## src/rtl/mmcm_reset_sequencer_if.sv

```systemverilog
// Control/status bundle between the MMCM reset sequencer and its surroundings.
// The slave side is the sequencer; the master side drives lock/restart and observes status.
interface mmcm_reset_sequencer_if #(
  parameter int RC_W = 2
);
  logic            locked_in;
  logic            restart;
  logic            mmcm_rst;
  logic            sys_rst;
  logic            ready;
  logic            fault;
  logic [RC_W-1:0] retry_count;
  logic [2:0]      state_dbg;

  modport master (
    output locked_in, restart,
    input  mmcm_rst, sys_rst, ready, fault, retry_count, state_dbg
  );

  modport slave (
    input  locked_in, restart,
    output mmcm_rst, sys_rst, ready, fault, retry_count, state_dbg
  );
endinterface

```

## src/rtl/mmcm_reset_sequencer.sv

```systemverilog
// Pulses the MMCM reset, waits for lock with timeout and retries, holds downstream
// logic in reset until lock has settled, and re-sequences when lock is lost.
module mmcm_reset_sequencer #(
  parameter int RST_PULSE_CYCLES    = 32,
  parameter int LOCK_TIMEOUT_CYCLES = 30000,
  parameter int SETTLE_CYCLES       = 1024,
  parameter int MAX_RETRIES         = 3,
  parameter int TIMER_W             = 16
) (
  input logic                   clk,
  input logic                   rst,
  mmcm_reset_sequencer_if.slave bus
);
  localparam int RC_W = $clog2(MAX_RETRIES + 1);
  localparam logic [TIMER_W-1:0] RST_LAST    = TIMER_W'(RST_PULSE_CYCLES - 1);
  localparam logic [TIMER_W-1:0] LOCK_LAST   = TIMER_W'(LOCK_TIMEOUT_CYCLES - 1);
  localparam logic [TIMER_W-1:0] SETTLE_LAST = TIMER_W'(SETTLE_CYCLES - 1);
  localparam logic [RC_W-1:0]    RC_MAX      = RC_W'(MAX_RETRIES);

  typedef enum logic [2:0] {
    ST_ASSERT_RST = 3'd0,
    ST_WAIT_LOCK  = 3'd1,
    ST_SETTLE     = 3'd2,
    ST_RUN        = 3'd3,
    ST_FAULT      = 3'd4
  } state_t;

  state_t             r_state;
  state_t             w_next_state;
  logic [TIMER_W-1:0] r_timer;
  logic [RC_W-1:0]    r_retry;
  logic [RC_W-1:0]    w_next_retry;
  logic               r_sync0;
  logic               r_sync1;
  logic               w_lock_s;
  logic               w_fail;
  logic               w_timer_clr;
  logic               w_mmcm_rst;
  logic               w_sys_rst;
  logic               w_ready;
  logic               w_fault;

  // LOCKED comes from the MMCM clock domain, so it is resynchronised here
  always_ff @(posedge clk or posedge rst) begin
    if (rst) begin
      r_sync0 <= 1'b0;
      r_sync1 <= 1'b0;
    end else begin
      r_sync0 <= bus.locked_in;
      r_sync1 <= r_sync0;
    end
  end

  assign w_lock_s = r_sync1;

  always_ff @(posedge clk or posedge rst) begin
    if (rst) begin
      r_state <= ST_ASSERT_RST;
      r_timer <= {TIMER_W{1'b0}};
      r_retry <= {RC_W{1'b0}};
    end else begin
      r_state <= w_next_state;
      r_retry <= w_next_retry;
      if (w_timer_clr) begin
        r_timer <= {TIMER_W{1'b0}};
      end else begin
        r_timer <= r_timer + TIMER_W'(1);
      end
    end
  end

  // Lock loss in SETTLE outranks a same-cycle settle expiry: lock must hold throughout
  always_comb begin
    w_next_state = r_state;
    w_next_retry = r_retry;
    w_fail       = 1'b0;
    w_timer_clr  = 1'b0;
    if (bus.restart) begin
      w_next_state = ST_ASSERT_RST;
      w_next_retry = {RC_W{1'b0}};
    end else begin
      case (r_state)
        ST_ASSERT_RST: begin
          if (r_timer == RST_LAST) begin
            w_next_state = ST_WAIT_LOCK;
          end else begin
            w_next_state = ST_ASSERT_RST;
          end
        end
        ST_WAIT_LOCK: begin
          if (w_lock_s) begin
            w_next_state = ST_SETTLE;
          end else if (r_timer == LOCK_LAST) begin
            w_fail = 1'b1;
          end else begin
            w_next_state = ST_WAIT_LOCK;
          end
        end
        ST_SETTLE: begin
          if (!w_lock_s) begin
            w_fail = 1'b1;
          end else if (r_timer == SETTLE_LAST) begin
            w_next_state = ST_RUN;
            w_next_retry = {RC_W{1'b0}};
          end else begin
            w_next_state = ST_SETTLE;
          end
        end
        ST_RUN: begin
          if (!w_lock_s) begin
            w_next_state = ST_ASSERT_RST;
          end else begin
            w_next_state = ST_RUN;
          end
        end
        ST_FAULT: w_next_state = ST_FAULT;
        default:  w_next_state = ST_ASSERT_RST;
      endcase
      if (w_fail) begin
        if (r_retry == RC_MAX) begin
          w_next_state = ST_FAULT;
        end else begin
          w_next_state = ST_ASSERT_RST;
          w_next_retry = r_retry + RC_W'(1);
        end
      end else begin
        w_next_retry = w_next_retry;
      end
    end
    w_timer_clr = bus.restart || (w_next_state != r_state);
  end

  always_comb begin
    w_mmcm_rst = 1'b1;
    w_sys_rst  = 1'b1;
    w_ready    = 1'b0;
    w_fault    = 1'b0;
    case (r_state)
      ST_ASSERT_RST: w_mmcm_rst = 1'b1;
      ST_WAIT_LOCK:  w_mmcm_rst = 1'b0;
      ST_SETTLE:     w_mmcm_rst = 1'b0;
      ST_RUN: begin
        w_mmcm_rst = 1'b0;
        w_sys_rst  = 1'b0;
        w_ready    = 1'b1;
      end
      ST_FAULT:      w_fault = 1'b1;
      default:       w_mmcm_rst = 1'b1;
    endcase
  end

  assign bus.mmcm_rst    = w_mmcm_rst;
  assign bus.sys_rst     = w_sys_rst;
  assign bus.ready       = w_ready;
  assign bus.fault       = w_fault;
  assign bus.retry_count = r_retry;
  assign bus.state_dbg   = r_state;
endmodule

```

## src/flat_wrapper.sv

```systemverilog
// flat-port wrapper written by rule: the top's interface ports become plain ports
module mmcm_reset_sequencer_flat 
#(
  parameter int RST_PULSE_CYCLES    = 32,
  parameter int LOCK_TIMEOUT_CYCLES = 30000,
  parameter int SETTLE_CYCLES       = 1024,
  parameter int MAX_RETRIES         = 3,
  parameter int TIMER_W             = 16
)
  (clk, rst, bus_locked_in, bus_restart, bus_mmcm_rst, bus_sys_rst, bus_ready, bus_fault, bus_retry_count, bus_state_dbg);
  mmcm_reset_sequencer_if #(.RC_W((2))) bus_i ();
  input logic clk;
  input logic rst;
  input wire logic [$bits(bus_i.locked_in)-1:0] bus_locked_in;
  input wire logic [$bits(bus_i.restart)-1:0] bus_restart;
  output wire logic [$bits(bus_i.mmcm_rst)-1:0] bus_mmcm_rst;
  output wire logic [$bits(bus_i.sys_rst)-1:0] bus_sys_rst;
  output wire logic [$bits(bus_i.ready)-1:0] bus_ready;
  output wire logic [$bits(bus_i.fault)-1:0] bus_fault;
  output wire logic [$bits(bus_i.retry_count)-1:0] bus_retry_count;
  output wire logic [$bits(bus_i.state_dbg)-1:0] bus_state_dbg;
  assign bus_i.locked_in = bus_locked_in;
  assign bus_i.restart = bus_restart;
  assign bus_mmcm_rst = bus_i.mmcm_rst;
  assign bus_sys_rst = bus_i.sys_rst;
  assign bus_ready = bus_i.ready;
  assign bus_fault = bus_i.fault;
  assign bus_retry_count = bus_i.retry_count;
  assign bus_state_dbg = bus_i.state_dbg;
  mmcm_reset_sequencer #(.RST_PULSE_CYCLES(RST_PULSE_CYCLES), .LOCK_TIMEOUT_CYCLES(LOCK_TIMEOUT_CYCLES), .SETTLE_CYCLES(SETTLE_CYCLES), .MAX_RETRIES(MAX_RETRIES), .TIMER_W(TIMER_W)) u_core (.clk(clk), .rst(rst), .bus(bus_i));
endmodule
```

## config.mk

```make
export PLATFORM = sky130hd
export DESIGN_NAME = mmcm_reset_sequencer_flat
export DESIGN_NICKNAME = d
export VERILOG_FILES = /design/src/rtl/mmcm_reset_sequencer_if.sv /design/src/rtl/mmcm_reset_sequencer.sv /design/src/flat_wrapper.sv
export SDC_FILE = /design/constraint.sdc
export NUM_CORES = 1
export LEC_CHECK = 0
export BUFFER_PORTS_ARGS = -buffer_cell sky130_fd_sc_hd__buf_2
export CORE_MARGIN = 2
export CORE_UTILIZATION = 38
export CTS_BUF_LIST = sky130_fd_sc_hd__clkbuf_8
export DETAILED_ROUTE_END_ITERATION = 7
export PLACE_DENSITY_LB_ADDON = 0.25
export SYNTH_ARGS = -nofsm -noshare
export SYNTH_HDL_FRONTEND = slang
export SYNTH_SLANG_ARGS = --single-unit
```

## constraint.sdc

```tcl
create_clock -name clk -period 2.1 [get_ports clk]
set_input_delay 0.21 -clock clk [delete_from_list [all_inputs] [get_ports clk]]
set_output_delay 0.21 -clock clk [all_outputs]
set_load 0.005 [all_outputs]
```

Word level (Yosys, flattened, before mapping)

Index checks and enable logic that the tools add are counted.

Register bits after elaboration: 23
Input port bits: 4
Output and inout port bits: 9
Logic and storage cells: 45

Add/subtract/negate cells: 2
Equality and inequality tests: 9
Multiplexer cells: 26
Reductions and logical operators: 3

Operator list:

| cell                                                               | number |
|---|---|
| 3-bit two-way mux                                                  | 6 |
| 16-bit by 1-bit adder with 16-bit output (second input constant)   | 1 |
| 16-bit by 10-bit == test with 1-bit output (second input constant) | 1 |
| 16-bit by 15-bit == test with 1-bit output (second input constant) | 1 |
| 16-bit by 5-bit == test with 1-bit output (second input constant)  | 1 |
| 16-bit two-way mux                                                 | 1 |
| 3-bit case mux with 5 select lines                                 | 1 |
| 2-bit two-way mux                                                  | 7 |
| 1-bit two-way mux                                                  | 10 |
| 3-bit by 2-bit == test with 1-bit output (second input constant)   | 2 |
| 3-bit by 1-bit == test with 1-bit output (second input constant)   | 1 |
| 3-bit == test (second input constant)                              | 1 |
| 3-bit zero test                                                    | 1 |
| 3-bit != test                                                      | 1 |
| 3-bit OR reduction                                                 | 1 |
| 2-bit by 1-bit adder with 2-bit output (second input constant)     | 1 |
| 2-bit == test (second input constant)                              | 1 |
| 1-bit case mux with 2 select lines                                 | 1 |
| 1-bit logical OR                                                   | 1 |

Depth between registers and ports, before layout

Gate-level depths: netlist (run 1).

Depth after elaboration: 10
Depth in mapped cells: 6
Mapped depth without buffers: 6

Least setup slack after synthesis (run 1)

No wires, ideal clock.

Kind: reg2reg
From: register u_core.r_timer[11]
To: register u_core.r_retry[1] (netlist: u_core.bus.retry_count[1])
Library setup time: 119 ps
Arrival: 1,582 ps
Required time: 1,981 ps
Path slack: 399 ps
Cell stages (with the launch flop): 6
Buffers on the path: 0
Clock period less this slack: 1,701 ps
Path through: dfrtp_1 -> or4_4 -> nor4_4 -> nand4_2 -> o211a_1 -> o21ba_1

Cells in the longest elaborated chain, start to end: 7
Elaborated cells on any way between the ends: 12
Those cells by class: eq/ne (2); mux (10)

Ends and longest elaborated chain:

| what                                                                                                     | line                                                    | source |
|---|---|---|
| start, declared                                                                                          | mmcm_reset_sequencer.sv:30                              | `logic [TIMER_W-1:0] r_timer;` |
| start signal, assigned                                                                                   | mmcm_reset_sequencer.sv:59                              | `r_timer <= {TIMER_W{1'b0}};` |
| start signal, assigned                                                                                   | mmcm_reset_sequencer.sv:65                              | `r_timer <= {TIMER_W{1'b0}};` |
| start signal, assigned                                                                                   | mmcm_reset_sequencer.sv:67                              | `r_timer <= r_timer + TIMER_W'(1);` |
| 16-bit by 15-bit == test with 1-bit output or 16-bit by 10-bit == test with 1-bit output (tied branches) | mmcm_reset_sequencer.sv:93, mmcm_reset_sequencer.sv:102 |  |
| 1-bit two-way mux or 2-bit two-way mux (tied branches)                                                   | mmcm_reset_sequencer.sv:93, mmcm_reset_sequencer.sv:102 |  |
| 1-bit two-way mux or 2-bit two-way mux (tied branches)                                                   | mmcm_reset_sequencer.sv:91, mmcm_reset_sequencer.sv:100 |  |
| 1-bit case mux with 2 select lines or 2-bit two-way mux (tied branches)                                  | mmcm_reset_sequencer.sv:82                              | `case (r_state)` |
| 1-bit two-way mux or 2-bit two-way mux (tied branches)                                                   | mmcm_reset_sequencer.sv:78, mmcm_reset_sequencer.sv:120 |  |
| 2-bit two-way mux (*)                                                                                    | mmcm_reset_sequencer.sv:119                             | `if (w_fail) begin` |
| 2-bit two-way mux (*)                                                                                    | mmcm_reset_sequencer.sv:78                              | `if (bus.restart) begin` |
| net u_core.w_next_retry[1]                                                                               | mmcm_reset_sequencer.sv:32                              | `logic [RC_W-1:0] w_next_retry;` |
| end signal, assigned                                                                                     | mmcm_reset_sequencer.sv:60                              | `r_retry <= {RC_W{1'b0}};` |
| end signal, assigned                                                                                     | mmcm_reset_sequencer.sv:63                              | `r_retry <= w_next_retry;` |
| end, declared                                                                                            | mmcm_reset_sequencer.sv:31                              | `logic [RC_W-1:0] r_retry;` |

The timed path passes the listed nets; every way through them passes the cells marked *. The select of a mux whose other input is x is not followed.

Worst setup path after layout (run 1)

From: register u_core.r_timer[0]
To: register u_core.r_retry[0] (netlist: u_core.bus.retry_count[0])

The elaborated chain is that of the path after synthesis.

==> results of run 1 <==
==> registers in the layout, indices dropped and copies added (netlist names) <==
signal	cells
u_core.bus.state_dbg	3
u_core.r_sync1	1
u_core.r_timer	16
u_core.r_sync0	1
u_core.bus.retry_count	2
==> worst register-to-register path, stage by stage, from the launching register on <==
cell and delay, ns:
dfrtp_1 0.39, ha_1 0.19, nand3_1 0.17, nor4_2 0.34, a31oi_4 0.22, or3_1 0.34
a21oi_1 0.14
==> metrics by stage <==
| stage | cell area, um2 | util | hold WS (ns) |
|---|---|---|---|
| 6_report | 1420 | 0.459 | 0.0462 |
| 5_1_grt | 1420 | 0.459 | 0.0341 |
| 4_1_cts | 1420 | 0.456 | 0.0411 |
| 3_5_place_dp | 1370 | 0.441 | 0.320 |
| 3_3_place_gp | 1370 | 0.441 | 0.318 |
| 2_1_floorplan | 1260 | - | 0.212 |
==> power groups by stage <==
stage	sequential (mW)	clock, mW	combinational (mW)
finish	0.456	0.272	0.0338
global route	0.457	0.297	0.0394
CTS	0.456	0.278	0.0334
detailed placement	0.465	0	0.0333
global placement	0.464	0	0.0334
floorplan	0.463	0	0.0234
==> cell type report <==
class | instances | share of cell area
flip-flops and latches | 23 | 0.404
inverters | 5 | 0.0132
multi-input cells | 94 | 0.464
repair buffers | 13 | 0.0475
well taps | 44 | 0.0387
clock inverters | 1 | 0.00351
clock buffers | 3 | 0.0290
==> logic make-up (layout without fill, tap and decap cells) <==
| logic type | Yosys count | in the layout | synth area share |
|---|---|---|---|
| AOI/OAI and AO/OA | 20 | 20 | 0.113 |
| xor gates and xnor gates | 16 | 16 | 0.111 |
| adders and majority gates | 2 | 2 | 0.0199 |
| buffers and inverters | 6 | 22 | 0.0239 |
| DFF | 23 | 23 | 0.458 |
| and+or+nand+nor | 56 | 56 | 0.274 |
==> placed cells by master (no fill, tap or decap), drive strengths merged, types with 3 or more instances in the layout <==
| cell | netlist | layout |
|---|---|---|
| a21oi | 12 | 12 |
| a31oi | 3 | 3 |
| and3 | 3 | 3 |
| buf | 1 | 13 |
| clkbuf | 0 | 3 |
| dfrtp | 23 | 23 |
| inv | 5 | 5 |
| nand2 | 8 | 8 |
| nand2b | 3 | 3 |
| nand3 | 9 | 9 |
| nand4 | 3 | 3 |
| nor2 | 13 | 13 |
| nor3b | 4 | 4 |
| nor4 | 3 | 3 |
| xnor2 | 5 | 5 |
| xor2 | 11 | 11 |
==> final timing paths <==
check,startpoint,slack [ns],end,cells after the start
setup / recovery,u_core.r_timer[0],0.24,u_core.bus.retry_count[0],6
hold / removal,bus_locked_in,0.05,u_core.r_sync0,1
setup reg to reg,u_core.r_timer[0],0.24,u_core.bus.retry_count[0],6
hold reg to reg,u_core.r_sync0,0.35,u_core.r_sync1,0
max in group asynchronous,rst,1.47,u_core.r_timer[6],2
min in group asynchronous,rst,0.11,u_core.r_timer[3],2
==> routing by layer <==
metal,global-route usage,share of wire
met1,0.193,0.47
met2,0.223,0.47
met3,0.0357,0.047
met4,0.0426,0.0090
met5,0,0
==> metrics.txt, run 1 <==
Multi-input gate area 661 um2; Fin. Hold Viols 0; Die Wd about 60 um; DRT antenna net count 0; Pwr Total between 0.7 and 0.8 mW; Yosys top cell by area dfrtp_1; via count 936; Clock power frac 0.357; slew margin rel. 0.435; FMAX between 500 and 600 MHz; final period utilization 0.885; Synthesized Nets approximately 130; Reg power frac 0.598; Net Switching roughly 0.17 mW; largest net degree at the start of global routing 24; CP max-delay cell dfrtp_1; Cell Rows 20; routed vias/inst between 5 and 6; CP peak stage delay just under 0.4 ns; Final Max Tran Viols 0; crit-path max FO 9; P&R area growth vs syn 13.2%; Seq/Total Area, Yosys 0.458; internal power approximately 0.59 mW; CP Data Required Time 2.29 ns; initial core utilization 0.405; top cells by instance count after synthesis dfrtp_1 (23), nor2_1 (13), a21oi_1 (12); kind of critical path flip-flop to flip-flop; FF+latch area ~580 um2; switching part of the total 0.222; CP Buf/Inv Count 0; First DRT Iteration DRCs 24; core footprint 3100 um2; grt total ovfl 0; ranking of synthesized cells by area dfrtp_1 (46%), xor2_1 (7.7%), a21oi_1 (4.8%); endpoint class of the critical path flip-flop; CTS Buf Count 3; Seq cells post-synth 23; CTS tree yes; layout cells sized above 1 0.187; delay-heaviest family, CP simple AND/OR/NAND/NOR gates; most common cell in the netlist dfrtp_1; Syn Area/Cell between 10 and 15 um2; post-cts resize count 0; EDFF count, synth 0; Worst-path clk slew ~0.080 ns; Worst-Skew Late Latency roughly 0.26 ns; Max clock buf depth 2; hold crit path type input pin to flip-flop; pre-CTS WS between 0.15 and 0.2 ns; ys async rst share 1.00; Synth Instances approximately 120; max_cap viols 0; DP Cell Count about 180; Worst-Margin Slew between 0.8 and 0.9 ns; Ant. Diodes 0; WP data arrival 2.05 ns; Setup TNS 0 ns; H-tree Lvls 1; Layout Cells excl Fill between 150 and 200; global-route wire length before repair 4000 um; count of cell types in the netlist 33; Leakage 0.653 nW; Setup Fix Bufs, Post-CTS 0; initial antenna violation count 0; Residual DRC 0; number of iterations in the first detailed-routing pass 4; DP HPWL 1750 um; Final Critical Period ~1.9 ns; Root Driver clkbuf_8; cell area after synthesis roughly 1300 um2; clk sinks 23; Die Y 61.5 um; ys flop type dfrtp_1; I/O Buffers 12; WL final around 2300 um; Worst Setup Start Kind flip-flop; vias in the first global route between 900 and 1,000; Post-CTS Hold Buffers 0; Filler cells slightly above 300; power density cells between 500 and 600 nW/um2; status finished clean; Avg WL per Cell 12.8 um; post-synth top area share 0.458; overall routing resource usage 0.142; die area roughly 3800 um2; Synth Warn # 0; RePlAce Congestion 0.773; CP Cell Sequence ha_1 -> nand3_1 -> nor4_2 -> a31oi_4 -> or3_1 -> a21oi_1; VDD IR-drop max between 200 and 300 uV; Worst Skew about 0.0026 ns; RSZ-0062 raised after global routing no; post-route setup slack roughly 0.24 ns; final setup fails 0; Logic pwr share 0.044; fin nets 146; num ports 13
No activity file was read; power rests on OpenSTA's default activity.
==> run 2, diff against run 1 <==
PLACE_DENSITY_LB_ADDON = not set   (was 0.25)
==> run 2 against run 1 <==
Against the previous run:
- global-route usage is 0.56 points higher
- setup slack worse by 0.0055 ns
- sequential power is essentially flat
- clock power is essentially flat
- worst hold slack gained 0.0041 ns
- cell area unchanged
- flip-flop and latch count did not move
- combinational power is essentially flat
- fmax down 0.30%
- non-clock buffer count did not move
- total power fell by 0.48%
- routed wire length fell by 0.90%
- largest power group unchanged
==> metrics.txt, run 2 (same netlist as run 1, synthesis figures left out) <==
Residual DRC 0 (unchanged); FMAX 536 MHz (was 538 MHz); core footprint 3100 um2 (unchanged); crit-path max FO 9 (unchanged); Multi-input gate area 661 um2 (unchanged); DRT antenna net count 0 (unchanged); post-route setup slack 0.235 ns (was 0.241 ns); commonest non-fill, non-tap cell in the layout dfrtp_1 (unchanged); kind of critical path flip-flop to flip-flop (unchanged); WL final 2320 um (was 2340 um); Die Wd 61.5 um (unchanged); num ports 13 (unchanged); Worst-Margin Slew 0.829 ns (was 0.847 ns); VDD IR-drop max 257 uV (was 269 uV); RePlAce Congestion 0.782 (was 0.773); Root Driver clkbuf_8 (unchanged); worst r2r src u_core.r_timer[0] (unchanged); Max clock buf depth 2 (unchanged); slew margin rel. 0.447 (was 0.435); Avg WL per Cell 12.7 um (was 12.8 um); WP data arrival 2.05 ns (about the same); die area 3790 um2 (unchanged); CTS Buf Count 3 (unchanged); Final Max Tran Viols 0 (unchanged); Die Y 61.5 um (unchanged); final setup fails 0 (unchanged); Worst-Skew Late Latency 0.26 ns (about the same); hold crit path type input pin to flip-flop (unchanged); Filler cells 328 (was 304); First DRT Iteration DRCs 31 (was 24); Ant. Diodes 0 (unchanged); Pwr Total 0.758 mW (was 0.762 mW); reg2reg end u_core.bus.retry_count[0] (unchanged); P&R area growth vs syn 13.2% (unchanged); fin nets 146 (unchanged); number of iterations in the first detailed-routing pass 4 (unchanged); H-tree Lvls 1 (unchanged); Hold EP u_core.r_sync0 (unchanged); Worst Setup Start Kind flip-flop (unchanged); FF-to-FF path depth 6 (unchanged); overall routing resource usage 0.147 (was 0.142); routed vias/inst 5.09 (was 5.11); Final Critical Period 1.86 ns (about the same); WHS Path Cells 1 (unchanged); Worst-path clk slew 0.08 ns (about the same); global-route wire length before repair 4170 um (was 4000 um); Worst Skew 0.00256 ns (was 0.00260 ns); power density cells 532 nW/um2 (was 535 nW/um2); Leakage 0.653 nW (unchanged); vias in the first global route 914 (was 908); clk sinks 23 (unchanged); final period utilization 0.888 (was 0.885); max_cap viols 0 (unchanged); max FFs per register 16 (unchanged); layout cells sized above 1 0.187 (unchanged); initial antenna violation count 0 (unchanged); DP HPWL 1770 um (was 1750 um); RSZ-0062 raised after global routing no (unchanged); Fin. Hold Viols 0 (unchanged); endpoint class of the critical path flip-flop (unchanged); pre-CTS WS 0.167 ns (was 0.162 ns); Most flops, register u_core.r_timer (unchanged); grt total ovfl 0 (unchanged); Cell Rows 20 (unchanged); status finished clean (unchanged); via count 931 (was 936); most frequent cells in the layout dfrtp_1 (23), nor2_1 (13), a21oi_1 (12), buf_2 (12), xor2_1 (11) (unchanged); worst reg-to-reg setup slack 0.24 ns (about the same); initial core utilization 0.405 (unchanged); Worst Hold Launch bus_locked_in (unchanged); CP Data Required Time 2.29 ns (about the same); largest net degree at the start of global routing 24 (unchanged); Setup TNS 0 ns (unchanged); I/O Buffers 12 (unchanged); CTS tree yes (unchanged); FF+latch area 576 um2 (unchanged)
run 2: cell counts in the layout (fill, tap and decap cells not counted):
No cell type changed its count.
run 2: worst max path at each step:
stage | depth (start not counted) | end | start
finish | 6 | u_core.bus.retry_count[0] | u_core.r_timer[0]
global route | 6 | u_core.bus.retry_count[0] | u_core.r_timer[0]
CTS | 6 | u_core.r_timer[2] | u_core.r_timer[0]
detailed placement | 6 | u_core.r_timer[2] | u_core.r_timer[0]
global placement | 6 | u_core.r_timer[2] | u_core.r_timer[0]
floorplan | 5 | u_core.bus.retry_count[1] | u_core.r_timer[11]
run 2: per-stage QoR:
stage          hold WS, ns   util  instances  instance area, um2
2_1_floorplan        0.212      -        123                1260
3_3_place_gp         0.317  0.441        179                1370
3_5_place_dp         0.320  0.441        179                1370
4_1_cts             0.0448  0.456        183                1420
5_1_grt             0.0343  0.459        183                1420
6_report            0.0503  0.459        183                1420
run 2: what timing repair did:
item,in CTS,in global routing
gates resized for setup,0,1
hold buffers,0,0
endpoints found under the setup margin,0,8
buffers inserted,0,0
run 2: layout make-up:
| type | instances | area share |
|---|---|---|
| flip-flops and latches | 23 | 0.404 |
| well taps | 44 | 0.0387 |
| repair buffers | 13 | 0.0475 |
| clock buffers | 3 | 0.0290 |
| inverters | 5 | 0.0132 |
| clock inverters | 1 | 0.00351 |
| multi-input cells | 94 | 0.464 |
run 2: per-layer routing:
metal | GRT usage | share of wire | vias up
met5 | 0 | 0 | -
met4 | 0.0547 | 0.0095 | 0
met3 | 0.0252 | 0.049 | 2
met2 | 0.236 | 0.47 | 18
met1 | 0.199 | 0.47 | 444
li1 | - | - | 467
run 2: report_power, final:
| part | internal, mW | switching [mW] | leakage, nW | total, mW |
|---|---|---|---|---|
| clock network | 0.132 | 0.137 | 0.0255 | 0.269 |
| registers | 0.449 | 0.00645 | 0.314 | 0.455 |
| logic | 0.0114 | 0.0224 | 0.314 | 0.0338 |
| total | 0.592 | 0.166 | 0.653 | 0.758 |
run 2: critical path, stage by stage (launching register included):
cell	delay, ns
dfrtp_1	0.39
ha_1	0.20
nand3_1	0.18
nor4_2	0.33
a31oi_4	0.21
or3_1	0.34
a21oi_1	0.14
==> run 3, diff against run 2 <==
CTS_BUF_LIST = sky130_fd_sc_hd__clkbuf_4 sky130_fd_sc_hd__clkbuf_8   (was sky130_fd_sc_hd__clkbuf_8)
==> run 3 against run 2 <==
Against the previous run:
- critical path depth stayed put
- register-to-register slack worse by 0.03 ns
- worst hold slack got worse by 0.0022 ns
==> metrics.txt, run 3 (same netlist as run 1, synthesis figures left out) <==
hold crit path type input pin to asynchronous set/reset pin (was input pin to flip-flop); Die Y 61.5 um (unchanged); Fin. Hold Viols 0 (unchanged); crit-path max FO 9 (unchanged); Worst-path clk slew 0.13 ns (was 0.08 ns); FF-to-FF path depth 6 (unchanged); Worst-Margin Slew 0.832 ns (was 0.829 ns); RePlAce Congestion 0.782 (unchanged); reg2reg end u_core.bus.retry_count[0] (unchanged); slew margin rel. 0.445 (was 0.447); num ports 13 (unchanged); most frequent cells in the layout dfrtp_1 (23), nor2_1 (13), a21oi_1 (12), buf_2 (12), xor2_1 (11) (unchanged); RSZ-0062 raised after global routing no (unchanged); Die Wd 61.5 um (unchanged); largest net degree at the start of global routing 24 (unchanged); final period utilization 0.900 (was 0.888); DP HPWL 1770 um (unchanged); GR Util met2 0.238 (was 0.236); vias in the first global route 897 (was 914); Worst-Skew Late Latency 0.30 ns (was 0.26 ns); Final Critical Period 1.89 ns (was 1.86 ns); Worst Setup Start Kind flip-flop (unchanged); switching part of the total 0.229 (was 0.218); layout cells sized above 1 0.186 (was 0.187); Setup TNS 0 ns (unchanged); final setup fails 0 (unchanged); P&R area growth vs syn 12.5% (was 13.2%); CTS tree yes (unchanged); Filler cells 328 (unchanged); Cell Rows 20 (unchanged); Most Crowded Layer GR met2 (unchanged); clk sinks 23 (unchanged); initial core utilization 0.405 (unchanged); Worst Skew 0.00597 ns (was 0.00256 ns); Logic pwr share 0.051 (was 0.045); Ant. Diodes 0 (unchanged); Residual DRC 0 (unchanged); Clock power frac 0.290 (was 0.355); max FFs per register 16 (unchanged); Avg WL per Cell 12.6 um (was 12.7 um); VDD IR-drop max 255 uV (was 257 uV); critical path launch point u_core.r_timer[0] (unchanged); met1 GRT Util 0.203 (was 0.199); endpoint class of the critical path flip-flop (unchanged); number of iterations in the first detailed-routing pass 4 (unchanged); FMAX 529 MHz (was 536 MHz); core footprint 3100 um2 (unchanged); DP Cell Count 179 (unchanged); Root Driver clkbuf_4 (was clkbuf_8); WL final 2320 um (about the same); fin nets 147 (was 146); Max clock buf depth 2 (unchanged); Net Switching 0.159 mW (was 0.166 mW); power density cells 489 nW/um2 (was 532 nW/um2); max_cap viols 0 (unchanged); FF+latch area 576 um2 (unchanged); worst reg-to-reg setup slack 0.21 ns (was 0.24 ns); CP Data Required Time 2.34 ns (was 2.29 ns); Final Max Tran Viols 0 (unchanged); initial antenna violation count 0 (unchanged); post-route setup slack 0.210 ns (was 0.235 ns); global-route wire length before repair 4150 um (was 4170 um); overall routing resource usage 0.145 (was 0.147); First DRT Iteration DRCs 27 (was 31); Setup Fix Bufs, Post-CTS 0 (unchanged); Leakage 0.650 nW (was 0.653 nW); worst r2r src u_core.r_timer[0] (unchanged); die area 3790 um2 (unchanged); WP data arrival 2.13 ns (was 2.05 ns); internal power 0.533 mW (was 0.592 mW); H-tree Lvls 1 (unchanged); met3 Resource Use GR 0.0189 (was 0.0252); grt total ovfl 0 (unchanged); CTS Buf Count 3 (unchanged); final instance area 1420 um2 (about the same); Multi-input gate area 661 um2 (unchanged); routed vias/inst 5.07 (was 5.09); Placed Area 1370 um2 (unchanged); commonest non-fill, non-tap cell in the layout dfrtp_1 (unchanged); via count 933 (was 931); status finished clean (unchanged); pre-CTS WS 0.167 ns (unchanged); Layout Cells excl Fill 184 (was 183); I/O Buffers 12 (unchanged); Reg power frac 0.659 (was 0.601); end of the critical path u_core.bus.retry_count[0] (unchanged); DRT antenna net count 0 (unchanged); kind of critical path flip-flop to flip-flop (unchanged); Core Util, Final 0.456 (was 0.459); Most flops, register u_core.r_timer (unchanged)
## run 3: cell types whose count changed in the layout (fill, tap and decap cells not counted), sizes merged
cell         previous run  this run
dlygate4sd3             0         1
## run 3: power by group through the flow
| stage | combinational [mW] | clock [mW] | sequential (mW) |
|---|---|---|---|
| 5_1_grt | 0.0409 | 0.231 | 0.458 |
| 2_1_floorplan | 0.0234 | 0 | 0.463 |
| 3_3_place_gp | 0.0332 | 0 | 0.464 |
| 6_report | 0.0354 | 0.200 | 0.456 |
| 3_5_place_dp | 0.0341 | 0 | 0.465 |
| 4_1_cts | 0.0355 | 0.211 | 0.456 |
## run 3: what timing repair did
| action | CTS | global route |
|---|---|---|
| setup endpoints to repair | 0 | 8 |
| hold buffers | 1 | 0 |
| resized for setup | 0 | 1 |
| endpoints found under the hold margin | 1 | 0 |
## run 3: layout make-up
cell class,count,area share
clock buffers,3,0.0159
clock inverters,1,0.00354
inverters,5,0.0133
multi-input cells,94,0.467
flip-flops and latches,23,0.407
well taps,44,0.0389
repair buffers,14,0.0548
## run 3: per-layer routing
metal | up-vias | share of wire
met5 | - | 0
met4 | 0 | 0.0060
met3 | 2 | 0.028
met2 | 10 | 0.47
met1 | 450 | 0.50
li1 | 471 | -
## run 3: critical path: stages, from the launching register on
cell     delay, ns
dfrtp_1       0.41
ha_1          0.20
nand3_1       0.18
nor4_2        0.34
a31oi_4       0.21
or3_1         0.34
a21oi_1       0.14
## run 3: worst min path at each step
| stage | endpoint | slack (ns) |
|---|---|---|
| floorplan | u_core.bus.retry_count[0] | 0.21 |
| global placement | u_core.r_sync0 | 0.32 |
| detailed placement | u_core.r_sync0 | 0.32 |
| CTS | u_core.r_timer[3] | 0.08 |
| global route | u_core.r_timer[3] | 0.10 |
| finish | u_core.r_timer[3] | 0.05 |
## run 3: through the flow
| step | total power [mW] | hold slack, ns |
|---|---|---|
| global route | 0.730 | 0.104 |
| detailed placement | 0.499 | 0.320 |
| floorplan | 0.486 | 0.212 |
| CTS | 0.703 | 0.0790 |
| finish | 0.691 | 0.0481 |
| global placement | 0.497 | 0.317 |
